===== config.mk =====
export PLATFORM = sky130hd
export DESIGN_NAME = mem_bus_bridge
export DESIGN_NICKNAME = d
export VERILOG_FILES = /design/src/rtl/mem_bus_bridge_pkg.sv /design/src/rtl/mem_bus_bridge_bus_wdt.sv /design/src/rtl/mem_bus_bridge.sv
export SDC_FILE = /design/constraint.sdc
export NUM_CORES = 1
export LEC_CHECK = 0
export BUFFER_PORTS_ARGS = -buffer_cell sky130_fd_sc_hd__buf_2
export CAP_MARGIN = 20
export CORE_ASPECT_RATIO = 1.2
export CORE_MARGIN = 5
export CORE_UTILIZATION = 47
export DETAILED_ROUTE_END_ITERATION = 10
export GPL_TIMING_DRIVEN = 1
export PLACE_DENSITY_LB_ADDON = 0.12
export SYNTH_ARGS = -nofsm -noshare
export SYNTH_HDL_FRONTEND = slang
export SYNTH_SLANG_ARGS = --single-unit

===== constraint.sdc =====
create_clock -name clk -period 2.3 [get_ports clk]
set_input_delay 0.23 -clock clk [delete_from_list [all_inputs] [get_ports clk]]
set_output_delay 0.23 -clock clk [all_outputs]
set_load 0.01 [all_outputs]

===== src/rtl/mem_bus_bridge_pkg.sv =====
// Shared types and constants for the MEM-stage bus bridge and its watchdog.
package mem_bus_bridge_pkg;

    typedef enum logic [1:0] {
        ST_IDLE = 2'd0,
        ST_REQ  = 2'd1,
        ST_DONE = 2'd2
    } bridge_state_e;

    localparam int unsigned WAIT_MAX_DEFAULT = 15;
    localparam int unsigned WDT_WIDTH        = 8;
    localparam logic [31:0] ZERO_WORD        = 32'h0000_0000;

endpackage


===== src/rtl/mem_bus_bridge_bus_wdt.sv =====
// Bus wait-cycle watchdog: saturating counter that flags the cycle in which
// the WAIT_MAX-th consecutive un-acked request cycle completes.
module bus_wdt
    import mem_bus_bridge_pkg::*;
#(
    parameter int unsigned WAIT_MAX = WAIT_MAX_DEFAULT
) (
    input  logic clk,
    input  logic rst,
    input  logic i_clear,
    input  logic i_count,
    output logic o_timeout
);

    localparam int unsigned CW = WDT_WIDTH + 1;
    localparam logic [CW-1:0] LIMIT = CW'(WAIT_MAX);

    logic [WDT_WIDTH-1:0] r_count;
    logic [CW-1:0]        w_countNext;

    assign w_countNext = {1'b0, r_count} + CW'(1);

    // Timeout fires in the cycle whose increment would reach WAIT_MAX.
    assign o_timeout = i_count && (w_countNext >= LIMIT);

    always_ff @(posedge clk or negedge rst) begin
        if (!rst) begin
            r_count <= '0;
        end else if (i_clear) begin
            r_count <= '0;
        end else if (i_count && (w_countNext <= LIMIT)) begin
            r_count <= w_countNext[WDT_WIDTH-1:0];
        end
    end

endmodule


===== src/rtl/mem_bus_bridge.sv =====
// Bridges single MEM-stage load/store requests onto a simple req/ack bus,
// stalling the pipeline until the access completes or times out.
module mem_bus_bridge
    import mem_bus_bridge_pkg::*;
#(
    parameter int unsigned WAIT_MAX = WAIT_MAX_DEFAULT
) (
    input  logic        clk,
    input  logic        rst,
    input  logic        mem_ce_i,
    input  logic        mem_we_i,
    input  logic [31:0] mem_addr_i,
    input  logic [31:0] mem_data_i,
    output logic [31:0] mem_rdata_o,
    output logic        stall_req_o,
    output logic        bus_req_o,
    output logic        bus_we_o,
    output logic [31:0] bus_addr_o,
    output logic [31:0] bus_wdata_o,
    input  logic        bus_ack_i,
    input  logic [31:0] bus_rdata_i,
    output logic        bus_err_o
);

    bridge_state_e r_state;
    bridge_state_e w_nextState;
    logic          r_busWe;
    logic [31:0]   r_busAddr;
    logic [31:0]   r_busWdata;
    logic [31:0]   r_rdata;
    logic          r_busErr;
    logic          r_stale;
    logic          w_inReq;
    logic          w_timeout;
    logic          w_stall;

    assign w_inReq = (r_state == ST_REQ);

    bus_wdt #(
        .WAIT_MAX (WAIT_MAX)
    ) u_wdt (
        .clk       (clk),
        .rst       (rst),
        .i_clear   (!w_inReq),
        .i_count   (w_inReq && !bus_ack_i),
        .o_timeout (w_timeout)
    );

    always_ff @(posedge clk or negedge rst) begin
        if (!rst) begin
            r_state <= ST_IDLE;
        end else begin
            r_state <= w_nextState;
        end
    end

    always_comb begin
        w_nextState = r_state;
        case (r_state)
            ST_IDLE: if (mem_ce_i) w_nextState = ST_REQ;
            ST_REQ:  if (bus_ack_i || w_timeout) w_nextState = ST_DONE;
            ST_DONE: w_nextState = ST_IDLE;
            default: w_nextState = ST_IDLE;
        endcase
    end

    // Ack takes priority over a simultaneous timeout; writes return zero data.
    always_ff @(posedge clk or negedge rst) begin
        if (!rst) begin
            r_busWe    <= 1'b0;
            r_busAddr  <= ZERO_WORD;
            r_busWdata <= ZERO_WORD;
            r_rdata    <= ZERO_WORD;
            r_busErr   <= 1'b0;
            r_stale    <= 1'b0;
        end else begin
            if ((r_state == ST_IDLE) && mem_ce_i) begin
                r_busWe    <= mem_we_i;
                r_busAddr  <= mem_addr_i;
                r_busWdata <= mem_data_i;
            end
            if (w_inReq && bus_ack_i) begin
                r_rdata <= r_busWe ? ZERO_WORD : bus_rdata_i;
            end else if (w_inReq && w_timeout) begin
                r_rdata <= ZERO_WORD;
            end
            r_busErr <= w_inReq && !bus_ack_i && w_timeout;
            if (r_state == ST_DONE) begin
                r_stale <= 1'b0;
            end else if (w_inReq && !mem_ce_i) begin
                r_stale <= 1'b1;
            end
        end
    end

    // A flushed request must not see DONE as its own completion.
    always_comb begin
        w_stall = 1'b0;
        if (!rst) begin
            w_stall = 1'b0;
        end else if (r_state == ST_DONE) begin
            w_stall = mem_ce_i && r_stale;
        end else begin
            w_stall = mem_ce_i;
        end
    end

    assign stall_req_o = w_stall;
    assign bus_req_o   = w_inReq;
    assign bus_we_o    = r_busWe;
    assign bus_addr_o  = r_busAddr;
    assign bus_wdata_o = r_busWdata;
    assign mem_rdata_o = r_rdata;
    assign bus_err_o   = r_busErr;

endmodule


* After elaboration in Yosys (flattened, before gate mapping) *
Cells that the tools add are included.

storage, ports and cells
  register bits after elaboration = 109
  logic and storage cells = 44
  bits of input ports = 101
  output and inout port bits = 100

cells by class
  order comparisons = 2
  equality and inequality tests = 5
  reduce and logical (&&, ||, !) cells = 16
  add/sub/neg operators = 1
  muxes and demuxes = 12

operator list
  operator             number
  $mux 32              3
  $mux 8               2
  $add 8x1->9 const B  1
  $ge 9x4->1 const B   1
  $le 9x4->1 const B   1
  $logic_and 1x1->1    9
  $mux 1               4
  $mux 2               2
  $ne 2x1->1 const B   2
  $pmux 2 s2           1
  $reduce_bool 2->1    2
  $eq 2x1->1 const B   1
  $eq 2x2->1 const B   1
  $logic_not 1->1      2
  $logic_not 2->1      1
  $ne 2x2->1 const B   1
  $reduce_and 2->1     1
  $logic_or 1x1->1     1

* Depth between registers and ports, before layout *
Gate-level depths: netlist of the first run.

  word-level depth = 6
  gate-level depth with buffers = 6
  mapped depth without buffers = 6

* By module *
From an unflattened synthesis of the first run, not the netlist that was laid out.

unflattened totals
  cells, all modules = 288
  area, all modules = 4294.1 um^2

by module, submodules not included
  module          cells each  seq. area each (um^2)  area an instance (um^2)  instances
  mem_bus_bridge  228         2527.4                 3734.8                   1
  bus_wdt         60          200.2                  559.3                    1

* Worst setup path after synthesis of the first run *
OpenSTA, ideal clock, no wires.

  kind = flip-flop to flip-flop
  start point = reg u_wdt.r_count[0]
  end point = reg r_rdata[10], in the netlist mem_rdata_o[10]
  data arrival time = 1.731 ns
  cell stages (with the launch flop) = 7
  library setup time = 0.074 ns
  required time = 2.226 ns
  path slack = 0.495 ns
  path buffers = 1
  clock period less this slack = 1.805 ns
  cell sequence = dfrtp_1 > ha_1 > a31oi_1 > a41oi_2 > a311o_4 > buf_6 > o21ai_2

on the way
  cells in the longest elaborated chain, start to end = 5

RTL lines
  item                         RTL line                      RTL
  start, declared              mem_bus_bridge_bus_wdt.sv:18  logic [WDT_WIDTH-1:0] r_count;
  start signal, assigned       mem_bus_bridge_bus_wdt.sv:32  r_count <= w_countNext[WDT_WIDTH-1:0];
  $add 8x1->9                  mem_bus_bridge_bus_wdt.sv:21  assign w_countNext = {1'b0, r_count} + CW'(1);
  $ge 9x4->1                   mem_bus_bridge_bus_wdt.sv:24  assign o_timeout = i_count && (w_countNext >= LIMIT);
  $logic_and 1x1->1            mem_bus_bridge_bus_wdt.sv:24
  $logic_and 1x1->1            mem_bus_bridge.sv:84          end else if (w_inReq && w_timeout) begin
  $reduce_bool 2->1 (no line)  -
  end signal, assigned         mem_bus_bridge.sv:83          r_rdata <= r_busWe ? ZERO_WORD : bus_rdata_i;
  end, declared                mem_bus_bridge.sv:30          logic [31:0] r_rdata;

Every way passes these cells.
A chain may end at the register's enable or synchronous reset.

* Worst setup path after layout of the first run *
  start point = reg u_wdt.r_count[0]
  end point = reg r_state[1]

on the way
  cells in the longest elaborated chain, start to end = 6

RTL lines
  item                        RTL line                      RTL
  $add 8x1->9                 mem_bus_bridge_bus_wdt.sv:21
  $ge 9x4->1                  mem_bus_bridge_bus_wdt.sv:24
  $logic_and 1x1->1           mem_bus_bridge_bus_wdt.sv:24
  $logic_or 1x1->1            mem_bus_bridge.sv:61          ST_REQ: if (bus_ack_i || w_timeout) w_nextState = ST_DONE;
  $ne 2x1->1 (no line)        -
  $reduce_and 2->1 (no line)  -
  end signal, assigned        mem_bus_bridge.sv:53          r_state <= w_nextState;
  end, declared               mem_bus_bridge.sv:25          bridge_state_e r_state;

Every way passes these cells.

==> summary.md, run 1 <==
| Metric | Value |
|---|---|
| Status | `completed` |
| Fin. Hold Viols | `0` |
| Pwr Density | `1262 nW/µm²` |
| Ys flop type | `dfrtp_1` |
| I/O pin cnt | `201` |
| Cts repair resizes | `0` |
| CTS buffer count | `9` |
| Max-slew violations | `0` |
| Post-route ant nets | `0` |
| Max FO, Critical Path | `34` |
| Pre-CTS setup slack | `0.2231 ns` |
| Area leader, netlist | `dfrtp_1` |
| Clock tree sinks | `109` |
| Initial core utilization | `47.99%` |
| Worst min-delay path category | `input pin to asynchronous set/reset pin` |
| Tmin final | `2.085 ns` |
| Die H | `118.0 µm` |
| Post-layout util | `63.17%` |
| Worst VDD drop | `807.8 µV` |
| Synthesized area per cell | `13.39 µm²` |
| Final-report setup violation count | `0` |
| Slew headroom | `52.82%` |
| Drt wl/cell | `16.07 µm` |
| Internal power | `4.944 mW` |
| Global-route usage over all layers | `18.36%` |
| CTS tree | `done` |
| Total Wirelength | `10.77 mm` |
| Cts-stage hold buffer count | `0` |
| Synth Instances | `341` |
| Cell variety after synth | `39` |
| Logic pwr share | `38.2%` |
| Syn-to-layout area delta | `31.62%` |
| Share of cells above drive strength 1 | `59.16%` |
| Fin Clk Skew | `0.006014 ns` |
| Routability congestion estimate | `0.7294` |
| Commonest non-fill, non-tap cells in the layout | `199 x buf_2, 109 x dfrtp_1, 65 x mux2_2` |
| GR Overflow Total | `0` |
| Area of the die | `11800 µm²` |
| Leak | `2.973 nW` |
| Top cell type's share of synthesized area | `59.73%` |
| Multi-input gate area | `1613 µm²` |
| Final HPWL DP | `7.939 mm` |
| RSZ-0062 raised after global routing | `false` |
| Fmax | `479.5 MHz` |
| Worst setup EP type | `flop` |
| Sequential share of power | `42.1%` |
| Post-synth EDFFs | `0` |
| FF/Latch Area | `2728 µm²` |
| # port buffers | `200` |
| Initial antenna violation count | `1` |
| DIE WIDTH | `99.99 µm` |
| Postcts setup bufs | `0` |
| Fillers | `809` |
| Total vias in the final route | `3360` |
| Clock Power Share | `19.7%` |
| Largest net degree at the start of global routing | `60` |
| Asr flop ratio synth | `100.0%` |
| Critical path class | `flop to flop` |
| Core box area | `9515 µm²` |
| Commonest non-fill, non-tap cell in the layout | `buf_2` |
| Max Cap Viol | `0` |
| Sequential area share after synthesis | `59.73%` |
| Vias/cell | `5.015` |
| Vias in the first global route | `3594` |
| First-pass GRT wire length | `17.42 mm` |
| Clk slew on worst S/H paths | `0.07 ns` |
| DRT Pass-1 Iters | `4` |
| Root Buffer | `clkbuf_16` |
| Drt first-iter violations | `117` |
| Syn_nets | `444` |
| Switching part of the total | `34.80%` |
| Synth warn | `0` |
| Synthesis-stage register bit count | `109` |
| NetSw | `2.639 mW` |
| Setup WS post-layout | `0.2146 ns` |
| Slew @ Worst Pin | `0.7078 ns` |
| Synth top area cells | `dfrtp_1 60%, mux2_2 16%, o21ai_2 5.6%` |
| Number of remaining DRC errors | `0` |
| Nets | `644` |
| Sum Neg Setup Slack | `0 ns` |
| H-tree levels | `3` |
| Placed inst area | `5714 µm²` |
| Worst setup SP type | `flop` |
| Synthesized cell area | `4567 µm²` |
| Design area | `6011 µm²` |
| Clock buffer depth | `2` |
| Row Count | `39` |
| WP data required | `2.53 ns` |
| Final Cycle Share | `90.67%` |
| Worst-Skew Late Latency | `0.34 ns` |
| Crit path DAT | `2.32 ns` |
## metrics by stage
step	hold slack, ns	cells	total power, mW
after floorplan	-0.06559	341	4.923
after global placement	0.4113	653	6.082
after detailed placement	0.4131	653	6.187
after CTS	0.04898	669	7.702
after global routing	0.07728	670	8.088
final	0.009697	670	7.583
## worst paths after layout
kind | start | end | slack, ns | cells past startpoint
max in group asynchronous | rst | bus_wdata_o[8] | 1.79 | 2
worst min-delay path | rst | mem_rdata_o[5] | 0.01 | 2
worst max-delay path | u_wdt.r_count[0] | r_state[1] | 0.21 | 6
worst min register to register | bus_wdata_o[12] | bus_wdata_o[12] | 0.50 | 1
min in group clk | bus_ack_i | bus_err_o | 0.11 | 2
worst max register to register | u_wdt.r_count[0] | r_state[1] | 0.21 | 6
## synth_stat cells (4+ instances only)
library cell,number
dfrtp_1,109
mux2_2,65
nand2_1,4
o21ai_2,29
buf_2,6
inv_1,37
clkbuf_1,9
a22oi_1,32
a21oi_1,4
and2_1,5
## flip-flops by register name, indices dropped and copies added, names as in the netlist
| register | cells |
|---|---|
| r_stale | 1 |
| u_wdt.r_count | 8 |
| bus_wdata_o | 32 |
| mem_rdata_o | 32 |
| bus_addr_o | 32 |
| bus_err_o | 1 |
| bus_we_o | 1 |
| r_state | 2 |
## power groups by stage
stage          clock [mW]  sequential, mW  combinational, mW
6_report             1.49            3.19               2.90
5_1_grt              1.62            3.30               3.17
4_1_cts              1.54            3.20               2.96
3_5_place_dp            0            3.22               2.96
3_3_place_gp            0            3.19               2.89
2_1_floorplan           0            3.57               1.36
## cells by family (layout without fill, tap and decap cells)
| logic type | Yosys count | after routing | synth area share, % |
|---|---|---|---|
| xor gates and xnor gates | 1 | 1 | 0.1918 |
| DFF | 109 | 109 | 59.73 |
| other | 0 | 1 | 0 |
| muxes | 66 | 66 | 16.25 |
| and+or+nand+nor | 22 | 22 | 2.849 |
| buffers and inverters | 55 | 260 | 5.178 |
| AOI/OAI and AO/OA | 86 | 86 | 15.26 |
| adders and majority gates | 2 | 2 | 0.5479 |
## critical path: stages, from the launching register on
cell	delay [ns]
dfrtp_1	0.46
ha_1	0.33
a31oi_1	0.29
a41oi_2	0.11
a311o_4	0.43
buf_12	0.18
and2_1	0.18
## metal layers
layer / wire length (µm) / track usage [%] / part of all wire (%)
met3: 759 / 4.742 / 7.0
met2: 5535 / 30.55 / 51
met5: 0 / 0 / 0
met1: 4203 / 22.24 / 39
met4: 271 / 8.172 / 2.5
## cell type report
type,count,share of cell area (%)
antenna,1,0.04163
clock buffer,11,4.205
clock inverter,5,0.6869
inverter,37,2.311
multi-input combinational,177,26.83
sequential,109,45.38
tap,123,2.560
timing repair buffer,207,17.99
No activity file was read; power rests on OpenSTA's default activity.
==> inputs of run 2 (changes only) <==
--- a/config.mk
+++ b/config.mk
@@ -9,7 +9,7 @@
 export CAP_MARGIN = 20
 export CORE_ASPECT_RATIO = 1.2
 export CORE_MARGIN = 5
-export CORE_UTILIZATION = 47
+export CORE_UTILIZATION = 51
 export DETAILED_ROUTE_END_ITERATION = 10
 export GPL_TIMING_DRIVEN = 1
 export PLACE_DENSITY_LB_ADDON = 0.12
==> constraint.sdc (replaced) <==
create_clock -name clk -period 2.6 [get_ports clk]
set_input_delay 0.26 -clock clk [delete_from_list [all_inputs] [get_ports clk]]
set_output_delay 0.26 -clock clk [all_outputs]
set_load 0.01 [all_outputs]
==> run 2 against run 1 <==
Effect of this change: sequential share of layout area is 0.89 points higher; clock power is 38% lower; critical path depth stayed put; worst hold slack better by 0.10 ns; die area is 7.1% lower.
==> summary.md, run 2 (synthesized netlist as in run 1, its figures left out) <==
| Metric | Value |
|---|---|
| Drt first-iter violations | `167 (was 117)` |
| RSZ-0062 raised after global routing | `false (unchanged)` |
| Commonest non-fill, non-tap cells in the layout | `199 x buf_2, 109 x dfrtp_1, 65 x mux2_2 (unchanged)` |
| CTS tree | `done (unchanged)` |
| Slowest CP cell | `dfrtp_1 (unchanged)` |
| Sequential share of power | `44.6% (was 42.1%)` |
| Worst-Skew Late Latency | `0.37 ns (was 0.34 ns)` |
| Leak | `2.921 nW (was 2.973 nW)` |
| First-pass GRT wire length | `17.31 mm (was 17.42 mm)` |
| Worst min-delay path category | `input pin to flop (was input pin to asynchronous set/reset pin)` |
| NetSw | `2.294 mW (was 2.639 mW)` |
| Number of remaining DRC errors | `0 (unchanged)` |
| Postcts setup bufs | `0 (unchanged)` |
| DRT Pass-1 Iters | `4 (unchanged)` |
| Internal power | `4.020 mW (was 4.944 mW)` |
| Max Cap Viol | `0 (unchanged)` |
| Setup WS post-layout | `0.5264 ns (was 0.2146 ns)` |
| Total vias in the final route | `3390 (was 3360)` |
| Final HPWL DP | `7.718 mm (was 7.939 mm)` |
| Vias in the first global route | `3593 (was 3594)` |
| Met2 routed WL | `5.448 mm (was 5.535 mm)` |
| Initial antenna violation count | `0 (was 1)` |
| Clock buffer depth | `2 (unchanged)` |
| Syn-to-layout area delta | `29.10% (was 31.62%)` |
| Logic pwr share | `40.7% (was 38.2%)` |
| Sum Neg Setup Slack | `0 ns (unchanged)` |
| Core box area | `8657 µm² (was 9515 µm²)` |
| Worst setup SP type | `flop (unchanged)` |
| Fmax | `482.2 MHz (was 479.5 MHz)` |
| Clock Power Share | `14.7% (was 19.7%)` |
| Share of cells above drive strength 1 | `58.79% (was 59.16%)` |
| Nets | `644 (unchanged)` |
| Met3 wire len | `895 µm (was 759 µm)` |
| Slowest stage delay, CP | `0.46 ns (about the same)` |
| Post-route ant nets | `0 (unchanged)` |
| Pwr Density | `1071 nW/µm² (was 1262 nW/µm²)` |
| Fin Clk Skew | `0.01368 ns (was 0.006014 ns)` |
| I/O pin cnt | `201 (unchanged)` |
| Ant diodes | `0 (was 1)` |
| Worst VDD drop | `590.8 µV (was 807.8 µV)` |
| Commonest non-fill, non-tap cell in the layout | `buf_2 (unchanged)` |
| Root Buffer | `clkbuf_8 (was clkbuf_16)` |
| Max-slew violations | `0 (unchanged)` |
| Drt wl/cell | `16.03 µm (was 16.07 µm)` |
| Switching part of the total | `36.33% (was 34.80%)` |
| Initial core utilization | `52.75% (was 47.99%)` |
| Row Count | `37 (was 39)` |
| Pre-CTS setup slack | `0.5507 ns (was 0.2231 ns)` |
| Cell breakdown of the critical path | `ha_1, a31oi_1, a41oi_2, a311o_4, buf_12, and2_1 (unchanged)` |
| Slew headroom | `61.90% (was 52.82%)` |
| Largest net degree at the start of global routing | `110 (was 60)` |
| Critical path class | `flop to flop (unchanged)` |
| Crit path DAT | `2.33 ns (was 2.32 ns)` |
| Worst setup EP type | `flop (unchanged)` |
| Met1 WL | `3.988 mm (was 4.203 mm)` |
| DIE WIDTH | `96.39 µm (was 99.99 µm)` |
| Final-report setup violation count | `0 (unchanged)` |
| Max FO, Critical Path | `34 (unchanged)` |
| H-tree levels | `3 (unchanged)` |
| Top routing layer in use | `met4 (unchanged)` |
| Slew @ Worst Pin | `0.5715 ns (was 0.7078 ns)` |
| Clock tree sinks | `109 (unchanged)` |
| Routability congestion estimate | `0.8534 (was 0.7294)` |
| # port buffers | `200 (unchanged)` |
| Clk slew on worst S/H paths | `0.11 ns (was 0.07 ns)` |
| Final Cycle Share | `79.76% (was 90.67%)` |
| Die H | `113.7 µm (was 118.0 µm)` |
| GR Overflow Total | `0 (unchanged)` |
| Total Wirelength | `10.63 mm (was 10.77 mm)` |
| Area of the die | `10960 µm² (was 11800 µm²)` |
| Global-route usage over all layers | `20.17% (was 18.36%)` |
| Vias/cell | `5.113 (was 5.015)` |
| Tmin final | `2.074 ns (was 2.085 ns)` |
| Pwr Total | `6.315 mW (was 7.583 mW)` |
| WP data required | `2.85 ns (was 2.53 ns)` |
| Status | `completed (unchanged)` |
| Fin. Hold Viols | `0 (unchanged)` |
| CTS buffer count | `9 (unchanged)` |
run 2: cell types whose count changed in the layout (fill, tap and decap cells not counted):
cell,change
diode_2,-1
dlygate4sd3_1,+1
buf_12,+1
inv_6,+1
clkbuf_8,+7
buf_4,-2
clkbuf_1,+1
clkinv_4,-1
clkbuf_16,-9
clkinv_2,+1
run 2: final timing paths:
check	startpoint	endpoint	slack, ns	cells past startpoint
min in group asynchronous	rst	mem_rdata_o[3]	0.52	3
worst max register to register	u_wdt.r_count[0]	r_state[1]	0.53	6
worst min-delay path	mem_data_i[30]	bus_wdata_o[30]	0.11	2
worst min register to register	bus_addr_o[22]	bus_addr_o[22]	0.51	1
worst max-delay path	u_wdt.r_count[0]	r_state[1]	0.53	6
max in group asynchronous	rst	bus_addr_o[16]	1.66	3
run 2: power by group through the flow:
stage | combinational, mW | clock, mW | sequential [mW]
global route | 2.82 | 1.06 | 2.93
CTS | 2.62 | 0.969 | 2.82
detailed placement | 2.62 | 0 | 2.85
floorplan | 1.20 | 0 | 3.16
global placement | 2.56 | 0 | 2.82
finish | 2.57 | 0.929 | 2.82
run 2: timing repair:
item                      4_1_cts  5_1_grt
hold endpoints to repair       28        0
gates resized for setup         0        0
hold buffers                    1        0
run 2: through the flow:
stage               cell area, µm²  cells  utilization (%)  hold WS, ns
finish                        5896    663            68.10       0.1126
global route                  5896    663            68.10      0.08157
CTS                           5896    663            68.10      0.08563
detailed placement            5712    646            65.98       0.4036
global placement              5712    646            65.98       0.3977
floorplan                     4567    341                -     -0.03559
run 2: metal layers:
metal  track usage, %  up-vias
li1                 -     1598
met1            24.40     1644
met2            33.26      125
met3            5.739       23
met4            8.887        0
met5                0        -
run 2: area by class of cell:
type	count	area (µm²)
Fill cell	687	2761
Sequential cell	109	2728
Multi-Input combinational cell	177	1613
Timing Repair Buffer	207	1096
Tap cell	117	146.4
Inverter	37	138.9
Clock buffer	10	127.6
Clock inverter	6	46.29
run 2: worst max-delay path: cells and delay by family (launching register included):
family                     cells  cell delay, ns
AOI/OAI and AO/OA              3            0.81
adders and majority gates      1            0.32
buffers and inverters          1            0.19
DFF                            1            0.46
and+or+nand+nor                1            0.18
==> inputs of run 3 (changes only) <==
--- a/config.mk
+++ b/config.mk
@@ -9,7 +9,7 @@
 export CAP_MARGIN = 20
 export CORE_ASPECT_RATIO = 1.2
 export CORE_MARGIN = 5
-export CORE_UTILIZATION = 51
+export CORE_UTILIZATION = 47
 export DETAILED_ROUTE_END_ITERATION = 10
 export GPL_TIMING_DRIVEN = 1
 export PLACE_DENSITY_LB_ADDON = 0.12
==> constraint.sdc (replaced) <==
create_clock -name clk -period 2.15 [get_ports clk]
set_input_delay 0.215 -clock clk [delete_from_list [all_inputs] [get_ports clk]]
set_output_delay 0.215 -clock clk [all_outputs]
set_load 0.01 [all_outputs]
==> run 3 against run 2 <==
Effect of this change: critical path depth stayed put; combinational power is 21% higher; first-iteration DRC count is 21% lower; global-route usage is 2.2 points lower; clock power is 66% higher; critical path type unchanged.
==> summary.md, run 3 (synthesized netlist as in run 1, its figures left out) <==
| Metric | Value |
|---|---|
| CTS tree | `done (unchanged)` |
| Final-report setup violation count | `0 (unchanged)` |
| Setup WS post-layout | `0.1161 ns (was 0.5264 ns)` |
| Routability congestion estimate | `0.7270 (was 0.8534)` |
| Worst-Skew Late Latency | `0.33 ns (was 0.37 ns)` |
| Slowest CP cell | `dfrtp_1 (unchanged)` |
| Worst setup EP type | `flop (unchanged)` |
| Number of remaining DRC errors | `0 (unchanged)` |
| Post-route ant nets | `0 (unchanged)` |
| RSZ-0062 raised after global routing | `false (unchanged)` |
| Root Buffer | `clkbuf_16 (was clkbuf_8)` |
| R2R setup slack | `0.12 ns (was 0.53 ns)` |
| Clock buffer depth | `2 (unchanged)` |
| Delay-heaviest family, CP | `compound AO/OA/AOI/OAI gates (unchanged)` |
| Clk slew on worst S/H paths | `0.07 ns (was 0.11 ns)` |
| Cell breakdown of the critical path | `ha_1, a31oi_1, a41oi_2, a311o_4, buf_12, o21ai_2 (was ha_1, a31oi_1, a41oi_2, a311o_4, buf_12, and2_1)` |
| Ant diodes | `0 (unchanged)` |
| Total Wirelength | `10.61 mm (was 10.63 mm)` |
| Max Cap Viol | `0 (unchanged)` |
| I/O pin cnt | `201 (unchanged)` |
| Path length in cells of the critical path | `6 (unchanged)` |
| Sum Neg Setup Slack | `0 ns (unchanged)` |
| Worst VDD drop | `613.0 µV (was 590.8 µV)` |
| CP bufs+invs | `1 (unchanged)` |
| Crit path DAT | `2.29 ns (was 2.33 ns)` |
| Die H | `118.0 µm (was 113.7 µm)` |
| Drt first-iter violations | `132 (was 167)` |
| Clock tree sinks | `109 (unchanged)` |
| Initial antenna violation count | `0 (unchanged)` |
| Row Count | `39 (was 37)` |
| Drt wl/cell | `15.88 µm (was 16.03 µm)` |
| Global-route usage over all layers | `18.01% (was 20.17%)` |
| CP Launch Point | `u_wdt.r_count[0] (unchanged)` |
| Vias in the first global route | `3509 (was 3593)` |
| Postcts setup bufs | `0 (unchanged)` |
| Core box area | `9515 µm² (was 8657 µm²)` |
| Commonest non-fill, non-tap cells in the layout | `199 x buf_2, 109 x dfrtp_1, 65 x mux2_2 (unchanged)` |
| Max FO, Critical Path | `33 (was 34)` |
| Critical path class | `flop to flop (unchanged)` |
| R2R depth | `6 (unchanged)` |
| Final Cycle Share | `94.60% (was 79.76%)` |
| Area of the die | `11800 µm² (was 10960 µm²)` |
| Crit path capture | `mem_rdata_o[30] (was r_state[1])` |
| Max-slew violations | `0 (unchanged)` |
| Initial core utilization | `47.99% (was 52.75%)` |
| Worst min-delay path category | `input pin to flop (unchanged)` |
| DIE WIDTH | `99.99 µm (was 96.39 µm)` |
| Share of cells above drive strength 1 | `58.72% (was 58.79%)` |
| Cts repair resizes | `0 (unchanged)` |
| Worst flop-to-flop path endpoint | `mem_rdata_o[30] (was r_state[1])` |
| Leak | `2.967 nW (was 2.921 nW)` |
| Final HPWL DP | `7.799 mm (was 7.718 mm)` |
| Design area | `6005 µm² (was 5896 µm²)` |
| Largest net degree at the start of global routing | `110 (unchanged)` |
| GR Overflow Total | `0 (unchanged)` |
| CTS buffer count | `9 (unchanged)` |
| Total vias in the final route | `3335 (was 3390)` |
| Vias/cell | `4.993 (was 5.113)` |
| Commonest non-fill, non-tap cell in the layout | `buf_2 (unchanged)` |
| DRT Pass-1 Iters | `4 (unchanged)` |
| Status | `completed (unchanged)` |
| Nets | `644 (unchanged)` |
| Placed inst area | `5719 µm² (was 5712 µm²)` |
| H-tree levels | `3 (unchanged)` |
| Pre-CTS setup slack | `0.1533 ns (was 0.5507 ns)` |
| Pwr Density | `1342 nW/µm² (was 1071 nW/µm²)` |
| Fin Clk Skew | `0.01086 ns (was 0.01368 ns)` |
| WP data required | `2.41 ns (was 2.85 ns)` |
| # port buffers | `200 (unchanged)` |
| Slew @ Worst Pin | `0.5649 ns (was 0.5715 ns)` |
| R2R Path Start | `u_wdt.r_count[0] (unchanged)` |
| Dpl cells | `652 (was 646)` |
| First-pass GRT wire length | `17.28 mm (was 17.31 mm)` |
| Tmin final | `2.034 ns (was 2.074 ns)` |
| Fin. Hold Viols | `0 (unchanged)` |
| Fmax | `491.7 MHz (was 482.2 MHz)` |
| Fin cells | `668 (was 663)` |
| Worst setup SP type | `flop (unchanged)` |
| Slowest stage delay, CP | `0.46 ns (about the same)` |
| Slew headroom | `62.34% (was 61.90%)` |
| Syn-to-layout area delta | `31.48% (was 29.10%)` |
run 3: cell count changes in the layout (fill, tap and decap cells not counted):
cell       change
clkbuf_16      +9
clkbuf_8       -8
clkinv_2       -1
inv_6          -1
run 3: timing repair:
item                                   in CTS  in global routing
hold buffers                                1                  0
setup endpoints to repair                   0                  0
endpoints found under the hold margin      27                  0
run 3: how the worst min path moves through the flow:
stage / slack, ns / cells past startpoint / endpoint / startpoint
after global routing: 0.1 / 2 / bus_wdata_o[1] / mem_data_i[1]
after floorplan: -0.08 / 0 / bus_addr_o[0] / rst
after detailed placement: 0.35 / 2 / r_stale / rst
after global placement: 0.36 / 2 / mem_rdata_o[4] / rst
final: 0.10 / 3 / mem_rdata_o[22] / bus_rdata_i[22]
after CTS: 0.09 / 3 / mem_rdata_o[22] / bus_rdata_i[22]
run 3: worst reg2reg max path: cells and delay by family (launching register included):
| kind | cells | cell delay [ns] |
|---|---|---|
| AOI/OAI and AO/OA | 4 | 1.00 |
| adders and majority gates | 1 | 0.33 |
| buffers and inverters | 1 | 0.19 |
| DFF | 1 | 0.46 |
run 3: report_power, final:
| group | switching, mW | internal [mW] | leakage, nW |
|---|---|---|---|
| logic | 1.57 | 1.53 | 1.56 |
| clock network | 0.719 | 0.821 | 0.129 |
| registers | 0.511 | 2.90 | 1.27 |
run 3: area by class of cell:
class / instances / area (µm²)
timing repair buffer: 207 / 1096
sequential: 109 / 2728
inverter: 37 / 138.9
fill: 782 / 3511
tap: 123 / 153.9
multi-input combinational: 177 / 1613
clock buffer: 11 / 242.7
clock inverter: 4 / 32.53
run 3: per-layer routing:
metal / part of all wire, % / routed length, µm / vias up / track usage (%)
met5: 0 / 0 / - / 0
met4: 1.3 / 139 / 0 / 5.644
met3: 7.3 / 771 / 12 / 4.031
met2: 53 / 5664 / 120 / 31.39
met1: 38 / 4031 / 1600 / 21.96
li1: - / - / 1603 / -
run 3: stage by stage:
step | hold WS, ns | power [mW] | util (%)
final | 0.1005 | 8.056 | 63.10
after global routing | 0.09870 | 8.601 | 63.10
after CTS | 0.09291 | 8.180 | 63.10
after detailed placement | 0.3504 | 6.618 | 60.11
after global placement | 0.3594 | 6.507 | 60.11
after floorplan | -0.08059 | 5.267 | -
